<file path="src/rtl/seq_restoring_div_pkg.sv">
// Shared arithmetic-path definitions: divider state encoding and default operand widths
// common to the multiplier and the restoring divider.
package seq_restoring_div_pkg;

    localparam int DW_DEF = 9;
    localparam int VW_DEF = 5;

    // Fill bit for the divide-by-zero quotient: every quotient bit is set.
    localparam logic DIV_ZERO_Q_BIT = 1'b1;

    typedef enum logic [1:0] {
        S_IDLE = 2'd0,
        S_BUSY = 2'd1,
        S_DONE = 2'd2
    } div_state_t;

endpackage

</file>
<file path="src/rtl/seq_restoring_div_div_step.sv">
// One restoring-division iteration: shift the next dividend bit into the partial
// remainder, trial-subtract the divisor, and keep or restore the result.
module div_step #(
    parameter int VW = 5
) (
    input  logic [VW:0]   i_prem,
    input  logic          i_bit,
    input  logic [VW-1:0] i_divisor,
    output logic [VW:0]   o_prem,
    output logic          o_qbit
);

    logic [VW+1:0] w_shift;
    logic [VW:0]   w_diff;
    logic          w_ge;

    assign w_shift = {i_prem, i_bit};
    assign w_ge    = (w_shift >= {2'b00, i_divisor});
    // The kept remainder is always below the divisor, so the trial fits in VW+1 bits.
    assign w_diff  = w_shift[VW:0] - {1'b0, i_divisor};

    assign o_qbit  = w_ge;
    assign o_prem  = w_ge ? w_diff : w_shift[VW:0];

endmodule

</file>
<file path="src/rtl/seq_restoring_div.sv">
// Sequential restoring divider, one quotient bit per clock, with valid/ready handshakes
// on both the operand and the result side.
module seq_restoring_div
    import seq_restoring_div_pkg::*;
#(
    parameter int DW = DW_DEF,
    parameter int VW = VW_DEF,
    parameter int CW = 4
) (
    input  logic          clk,
    input  logic          rst,
    input  logic          in_valid,
    output logic          in_ready,
    input  logic [DW-1:0] dividend,
    input  logic [VW-1:0] divisor,
    output logic          out_valid,
    input  logic          out_ready,
    output logic [DW-1:0] quotient,
    output logic [VW-1:0] remainder,
    output logic          div_zero
);

    div_state_t    r_state;
    logic [CW-1:0] r_cnt;
    logic [DW-1:0] r_shift;
    logic [VW-1:0] r_divisor;
    logic [VW:0]   r_prem;
    logic [DW-1:0] r_quotient;
    logic [VW-1:0] r_remainder;
    logic          r_div_zero;

    logic [VW:0]   w_prem;
    logic          w_qbit;

    div_step #(.VW(VW)) u_step (
        .i_prem    (r_prem),
        .i_bit     (r_shift[DW-1]),
        .i_divisor (r_divisor),
        .o_prem    (w_prem),
        .o_qbit    (w_qbit)
    );

    // r_shift doubles as dividend and quotient: dividend bits leave at the top
    // while quotient bits enter at the bottom.
    always_ff @(posedge clk or negedge rst) begin
        if (!rst) begin
            r_state     <= S_IDLE;
            r_cnt       <= '0;
            r_shift     <= '0;
            r_divisor   <= '0;
            r_prem      <= '0;
            r_quotient  <= '0;
            r_remainder <= '0;
            r_div_zero  <= 1'b0;
        end else begin
            case (r_state)
                S_IDLE: begin
                    if (in_valid) begin
                        r_shift   <= dividend;
                        r_divisor <= divisor;
                        r_prem    <= '0;
                        r_cnt     <= CW'(DW - 1);
                        if (divisor == '0) begin
                            r_quotient  <= {DW{DIV_ZERO_Q_BIT}};
                            r_remainder <= '0;
                            r_div_zero  <= 1'b1;
                            r_state     <= S_DONE;
                        end else begin
                            r_state <= S_BUSY;
                        end
                    end
                end
                S_BUSY: begin
                    r_shift <= {r_shift[DW-2:0], w_qbit};
                    r_prem  <= w_prem;
                    if (r_cnt == '0) begin
                        r_quotient  <= {r_shift[DW-2:0], w_qbit};
                        r_remainder <= w_prem[VW-1:0];
                        r_div_zero  <= 1'b0;
                        r_state     <= S_DONE;
                    end else begin
                        r_cnt <= r_cnt - 1'b1;
                    end
                end
                S_DONE: begin
                    if (out_ready) begin
                        r_state <= S_IDLE;
                    end
                end
                default: r_state <= S_IDLE;
            endcase
        end
    end

    assign in_ready  = (r_state == S_IDLE);
    assign out_valid = (r_state == S_DONE);
    assign quotient  = r_quotient;
    assign remainder = r_remainder;
    assign div_zero  = r_div_zero;

endmodule

</file>
<file path="config.mk">
export PLATFORM = sky130hd
export DESIGN_NAME = seq_restoring_div
export DESIGN_NICKNAME = d
export VERILOG_FILES = /design/src/rtl/seq_restoring_div_pkg.sv /design/src/rtl/seq_restoring_div_div_step.sv /design/src/rtl/seq_restoring_div.sv
export SDC_FILE = /design/constraint.sdc
export NUM_CORES = 1
export LEC_CHECK = 0
export CELL_PAD_IN_SITES_DETAIL_PLACEMENT = 1
export CELL_PAD_IN_SITES_GLOBAL_PLACEMENT = 2
export CORE_ASPECT_RATIO = 0.75
export CORE_MARGIN = 5
export CORE_UTILIZATION = 34
export CTS_BUF_LIST = sky130_fd_sc_hd__clkbuf_16
export DETAILED_ROUTE_END_ITERATION = 16
export PLACE_DENSITY = 0.9
export SLEW_MARGIN = 0
export SYNTH_ARGS = -nofsm -noshare
export SYNTH_HDL_FRONTEND = slang
export SYNTH_HIERARCHICAL = 1
export SYNTH_SLANG_ARGS = --single-unit
</file>
<file path="constraint.sdc">
create_clock -name clk -period 2.75 [get_ports clk]
set_input_delay 0.275 -clock clk [delete_from_list [all_inputs] [get_ports clk]]
set_output_delay 0.275 -clock clk [all_outputs]
set_load 0.01 [all_outputs]
</file>
==> out/summary.txt, run 1 <==
Met3 Resource Use GR - 3.46%
Final Instance Count excl. Fillers - 344
Placer Congestion - 0.781
Pre-Repair DR Iteration Count - 4
Max FO, Critical Path - 8
Setup CP Type - reg2reg
Clock Tree Root - clkbuf_16
DR DRC count - 0
Number of global-route vias before repair - 1,868
Met2 Use GR - 21.9%
Vias/cell - 5.21
Final setup fails - 0
Setup slack after layout - 0.411 ns
Most used DFF post-synth - dfrtp_1
Number of synthesized flops with an enable pin - 0
CP startpoint - r_prem[3]
CTS tree - yes
Peak VDD IR - 0.463 mV
Count of cell types in the netlist - 50
Post-Place Setup Slack - 0.429 ns
Via count - 1,792
H-tree levels - 2
Clock skew - 0.00407 ns
Post-cts repair resize count - 0
P_leak - 1.26 nW
Top cells by count, synth - dfrtp_1, nand2_1, inv_1, mux2i_1
Antenna violations before repair - 0
Actual slew at the worst max-slew pin - 0.959 ns
DR WL/cell - 17.2 um
Share of layout cells above drive strength 1 - 14.2%
Starting density of the core - 34.5%
Worst-Skew Late Latency - 0.29 ns
Detailed Place HPWL - 4100 um
Yosys warns - 6
Hold slack - 0.143 ns
Area growth syn-to-layout - 22.9%
Top cell type's share of synthesized area - 44.1%
Flops & latches, synth - 41
Die Y - 81.6 um
Worst slew margin - 36.1%
Largest net degree at the start of global routing - 42
WP data required - 2.92 ns
IO Pins - 35
Tmin final - 2.34 ns
Reg2Reg Depth - 6
Placed Area - 2690 um^2
Clock buffer count from CTS - 5
Met1 usage - 20.6%
Die area - 8610 um^2
Initial DRC count - 85
Post-Route Utilization - 42.4%
Total grt overflow - 0
Min-delay worst type - in2async
Register area share after synthesis - 44.1%
Final WL - 5920 um
Filler Cell Count - 744
Worst r2r src - r_prem[3]
Post-route ant nets - 0
First-pass GRT wire length - 9670 um
Ranking of synthesized cells by area - dfrtp_1, mux2i_1, ha_1
Fin crit share - 85.1%
Max_cap viols - 0
Footprint of the multi-input gates - 1110 um^2
Kind of start point of the critical path - flop
Worst Setup EP - remainder[2]
Maximum clock path buffer count - 2
Mapped Nets - 254
Post-Syn Area - 2320 um^2
# placed instances - 336
Status - completed
Chip width - 105 um
RSZ-0062 raised after global routing - false
Fin. Hold Viols - 0
I/O Buffers - 34
Final nets - 286
Endpoint class of the critical path - flop
Core ar. - 6730 um^2
GRT Max-Usage Layer - met2
Synth Instances - 227
Number of placement rows - 26
Count leader, synth - dfrtp_1
Max Slew Vio Count - 0
# diodes - 0
Reg2reg end - remainder[2]
Setup TNS - 0 ns
Fin area - 2860 um^2
Cts hold-fix bufs - 0
Reg area - 1030 um^2
R2r setup slk - 0.41 ns
Cell taking the most area after synthesis - dfrtp_1
Tot GR Track Use - 14.5%
Critical path arrival - 2.51 ns
Power density over the cells - 1360 nW/um^2
Achievable Freq - 428 MHz
CTS clk-pin slew, worst paths - 0.06 ns
Final Total Pwr - 3.89 mW
Syn_area_per_cell - 10.2 um^2
Setup Buffers After CTS - 0
Fraction of registers with async set/reset - 100%
Clk sinks - 41
-- cell usage in the layout, fill, tap and decap left out, types with 6 or more instances in the layout --
cell type	n
inv_1	22
nand2_1	26
dfrtp_1	41
a31oi_1	9
ha_1	8
clkdlybuf4s50_1	33
o21ai_1	10
a31o_2	6
o21ai_0	10
and3_1	6
mux2i_1	11
nor3_1	9
-- logic make-up after synthesis --
| family | after synthesis | synth area share, % |
|---|---|---|
| and+or+nand+nor | 66 | 16.0 |
| AOI/OAI and AO/OA | 57 | 17.8 |
| muxes | 18 | 8.45 |
| buffers and inverters | 35 | 8.07 |
| xor gates and xnor gates | 1 | 0.377 |
| adders and majority gates | 9 | 5.17 |
| DFF | 41 | 44.1 |
-- state kept, by name, indices dropped and copies added (netlist names) --
signal / cells
r_shift: 9
quotient: 9
r_state: 2
div_zero: 1
remainder: 5
r_cnt: 4
r_divisor: 5
r_prem: 6
-- worst max-delay path, cell delays in order, from the launching register on --
cell,delay [ns]
dfrtp_1,0.40
ha_1,0.34
a2111o_4,0.56
a31oi_4,0.25
mux2_4,0.33
and3_1,0.15
a31o_2,0.20
-- metal layers --
metal	share of wire, %	vias up
li1	-	862
met1	53	887
met2	42	36
met3	3.7	7
met4	1.1	0
met5	0	-
-- report_power, final --
part / switching (mW) / internal (mW)
combinational: 1.13 / 0.963
clock: 0.249 / 0.425
sequential: 0.236 / 0.885
total: 1.61 / 2.27
-- area by class of cell --
cell class	count	share of cell area, %
multi-input cells	151	38.9
flip-flops and latches	41	35.9
repair buffers	38	12.8
clock buffers	5	4.38
well taps	84	3.68
inverters	22	2.89
clock inverters	3	1.45
-- worst min path at each step --
stage / from / end / slack, ns / cells after the start
2_1_floorplan: rst / div_zero / -0.02 / 0
3_3_place_gp: rst / r_divisor[1] / 0.48 / 1
3_5_place_dp: rst / r_divisor[1] / 0.49 / 1
4_1_cts: rst / div_zero / 0.18 / 1
5_1_grt: rst / quotient[2] / 0.24 / 1
6_report: rst / r_divisor[1] / 0.14 / 1
Power figures use the tool's default switching activity.
==> inputs of run 2 (changes only) <==
--- a/config.mk
+++ b/config.mk
@@ -12,6 +12,7 @@
 export CORE_UTILIZATION = 34
 export CTS_BUF_LIST = sky130_fd_sc_hd__clkbuf_16
 export DETAILED_ROUTE_END_ITERATION = 16
+export GPL_TIMING_DRIVEN = 0
 export PLACE_DENSITY = 0.9
 export SLEW_MARGIN = 0
 export SYNTH_ARGS = -nofsm -noshare
==> constraint.sdc (replaced) <==
create_clock -name clk -period 2.75 [get_ports clk]
set_input_delay 0.275 -clock clk [delete_from_list [all_inputs] [get_ports clk]]
set_output_delay 0.275 -clock clk [all_outputs]
set_load 0.02 [all_outputs]
==> run 2 against run 1 <==
Compared with the run above: core utilization rose by 1.5 points; critical endpoint unchanged; clock-buffer cell count unchanged; fmax decreased by 7.2%; total power increased by 4.4%; die area unchanged; first-iteration DRC count fell by 34%; flip-flop and latch count is the same; clock power down 3.1%; clock skew grew 0.0033 ns; wire length increased by 3.6%; register-to-register slack got worse by 0.18 ns.
==> out/summary.txt, run 2 (synthesized netlist as in run 1, its figures left out) <==
Kind of start point of the critical path - flop
Reg2Reg Depth - 8
Fin crit share - 91.6%
Setup Buffers After CTS - 0
DR WL/cell - 17.3 um
Chip width - 105 um
I/O Buffers - 34
Fin. Hold Viols - 0
Number of placement rows - 26
Commonest non-fill, non-tap cells in the layout - dfrtp_1, clkdlybuf4s50_1, nand2_1
Detailed Place HPWL - 4600 um
Pre-Repair DR Iteration Count - 4
Clock Tree Root - clkbuf_16
Final WL - 6130 um
Area growth syn-to-layout - 27.1%
CTS tree - yes
Die area - 8610 um^2
Post-cts repair resize count - 0
Cts hold-fix bufs - 1
Hold slack - 0.358 ns
Die Y - 81.6 um
Tot GR Track Use - 15.0%
Commonest non-fill, non-tap cell in the layout - dfrtp_1
# diodes - 0
Filler Cell Count - 759
Max_cap viols - 0
Starting density of the core - 34.5%
Achievable Freq - 397 MHz
Vias/cell - 5.18
Setup CP Type - reg2reg
Clock skew - 0.00733 ns
H-tree levels - 2
Post-Route Utilization - 43.9%
Antenna violations before repair - 0
Final setup fails - 0
Actual slew at the worst max-slew pin - 0.566 ns
Min-delay worst type - in2async
Worst slew margin - 62.1%
Share of layout cells above drive strength 1 - 16.7%
IO Pins - 35
First-pass GRT wire length - 10,100 um
Max FO, Critical Path - 9
Total grt overflow - 0
Via count - 1,832
DR DRC count - 0
Largest net degree at the start of global routing - 37
Setup TNS - 0 ns
Final nets - 297
Endpoint class of the critical path - flop
Max Slew Vio Count - 0
Final Total Pwr - 4.06 mW
Post-route ant nets - 0
Critical path arrival - 2.69 ns
Core ar. - 6730 um^2
# placed instances - 346
Peak VDD IR - 0.469 mV
Clk sinks - 41
Power density over the cells - 1370 nW/um^2
Maximum clock path buffer count - 2
Initial DRC count - 56
Placer Congestion - 0.757
Status - completed
Tmin final - 2.52 ns
RSZ-0062 raised after global routing - false
P_leak - 1.31 nW
Worst-Skew Late Latency - 0.28 ns
Final Instance Count excl. Fillers - 354
Number of global-route vias before repair - 1,847
Clock buffer count from CTS - 5
CTS clk-pin slew, worst paths - 0.06 ns
WP data required - 2.92 ns
## run 2: cell types whose count changed in the layout (fill, tap and decap cells not counted), moves of 2 or more
cell | before | now
buf_6 | 0 | 6
buf_2 | 1 | 4
clkbuf_1 | 0 | 2
buf_4 | 4 | 2
## run 2: power by group
part           switching (mW)  internal [mW]  total [mW]
combinational            1.26           1.04        2.29
clock                   0.232          0.421       0.653
sequential              0.223          0.885        1.11
## run 2: worst paths after layout
kind | startpoint | to | slack (ns)
min | rst | r_divisor[1] | 0.36
max | r_divisor[4] | remainder[2] | 0.23
min reg2reg | r_shift[2] | r_shift[3] | 0.52
max reg2reg | r_divisor[4] | remainder[2] | 0.23
min in group clk | r_shift[2] | r_shift[3] | 0.52
max in group asynchronous | rst | r_prem[4] | 1.95
## run 2: area by class of cell
| cell class | instances | area, um^2 | share of cell area [%] |
|---|---|---|---|
| Tap cell | 84 | 105 | 3.56 |
| Multi-Input combinational cell | 151 | 1110 | 37.6 |
| Sequential cell | 41 | 1030 | 34.7 |
| Inverter | 22 | 82.6 | 2.79 |
| Clock buffer | 5 | 125 | 4.23 |
| Buffer | 13 | 105 | 3.56 |
| Clock inverter | 2 | 35.0 | 1.19 |
| Timing Repair Buffer | 36 | 365 | 12.4 |
## run 2: per-stage QoR
| step | area [um^2] | setup slack [ns] |
|---|---|---|
| 3_3_place_gp | 2770 | 0.285 |
| 2_1_floorplan | 2320 | 0.417 |
| 3_5_place_dp | 2790 | 0.257 |
| 4_1_cts | 2960 | 0.246 |
| 5_1_grt | 2960 | 0.193 |
| 6_report | 2960 | 0.230 |
## run 2: worst max-delay path, cell delays in order, from the launching register on
cell	delay, ns
dfrtp_1	0.38
inv_1	0.12
ha_1	0.25
buf_6	0.15
a2111o_4	0.55
a31oi_4	0.26
mux2_4	0.34
and3_1	0.15
a31o_2	0.21
## run 2: routing by layer
| metal | track usage [%] | vias up | part of all wire, % |
|---|---|---|---|
| met5 | 0 | - | 0 |
| li1 | - | 885 | - |
| met4 | 2.36 | 0 | 0.47 |
| met2 | 23.7 | 31 | 44 |
| met3 | 3.14 | 6 | 2.9 |
| met1 | 21.5 | 910 | 53 |
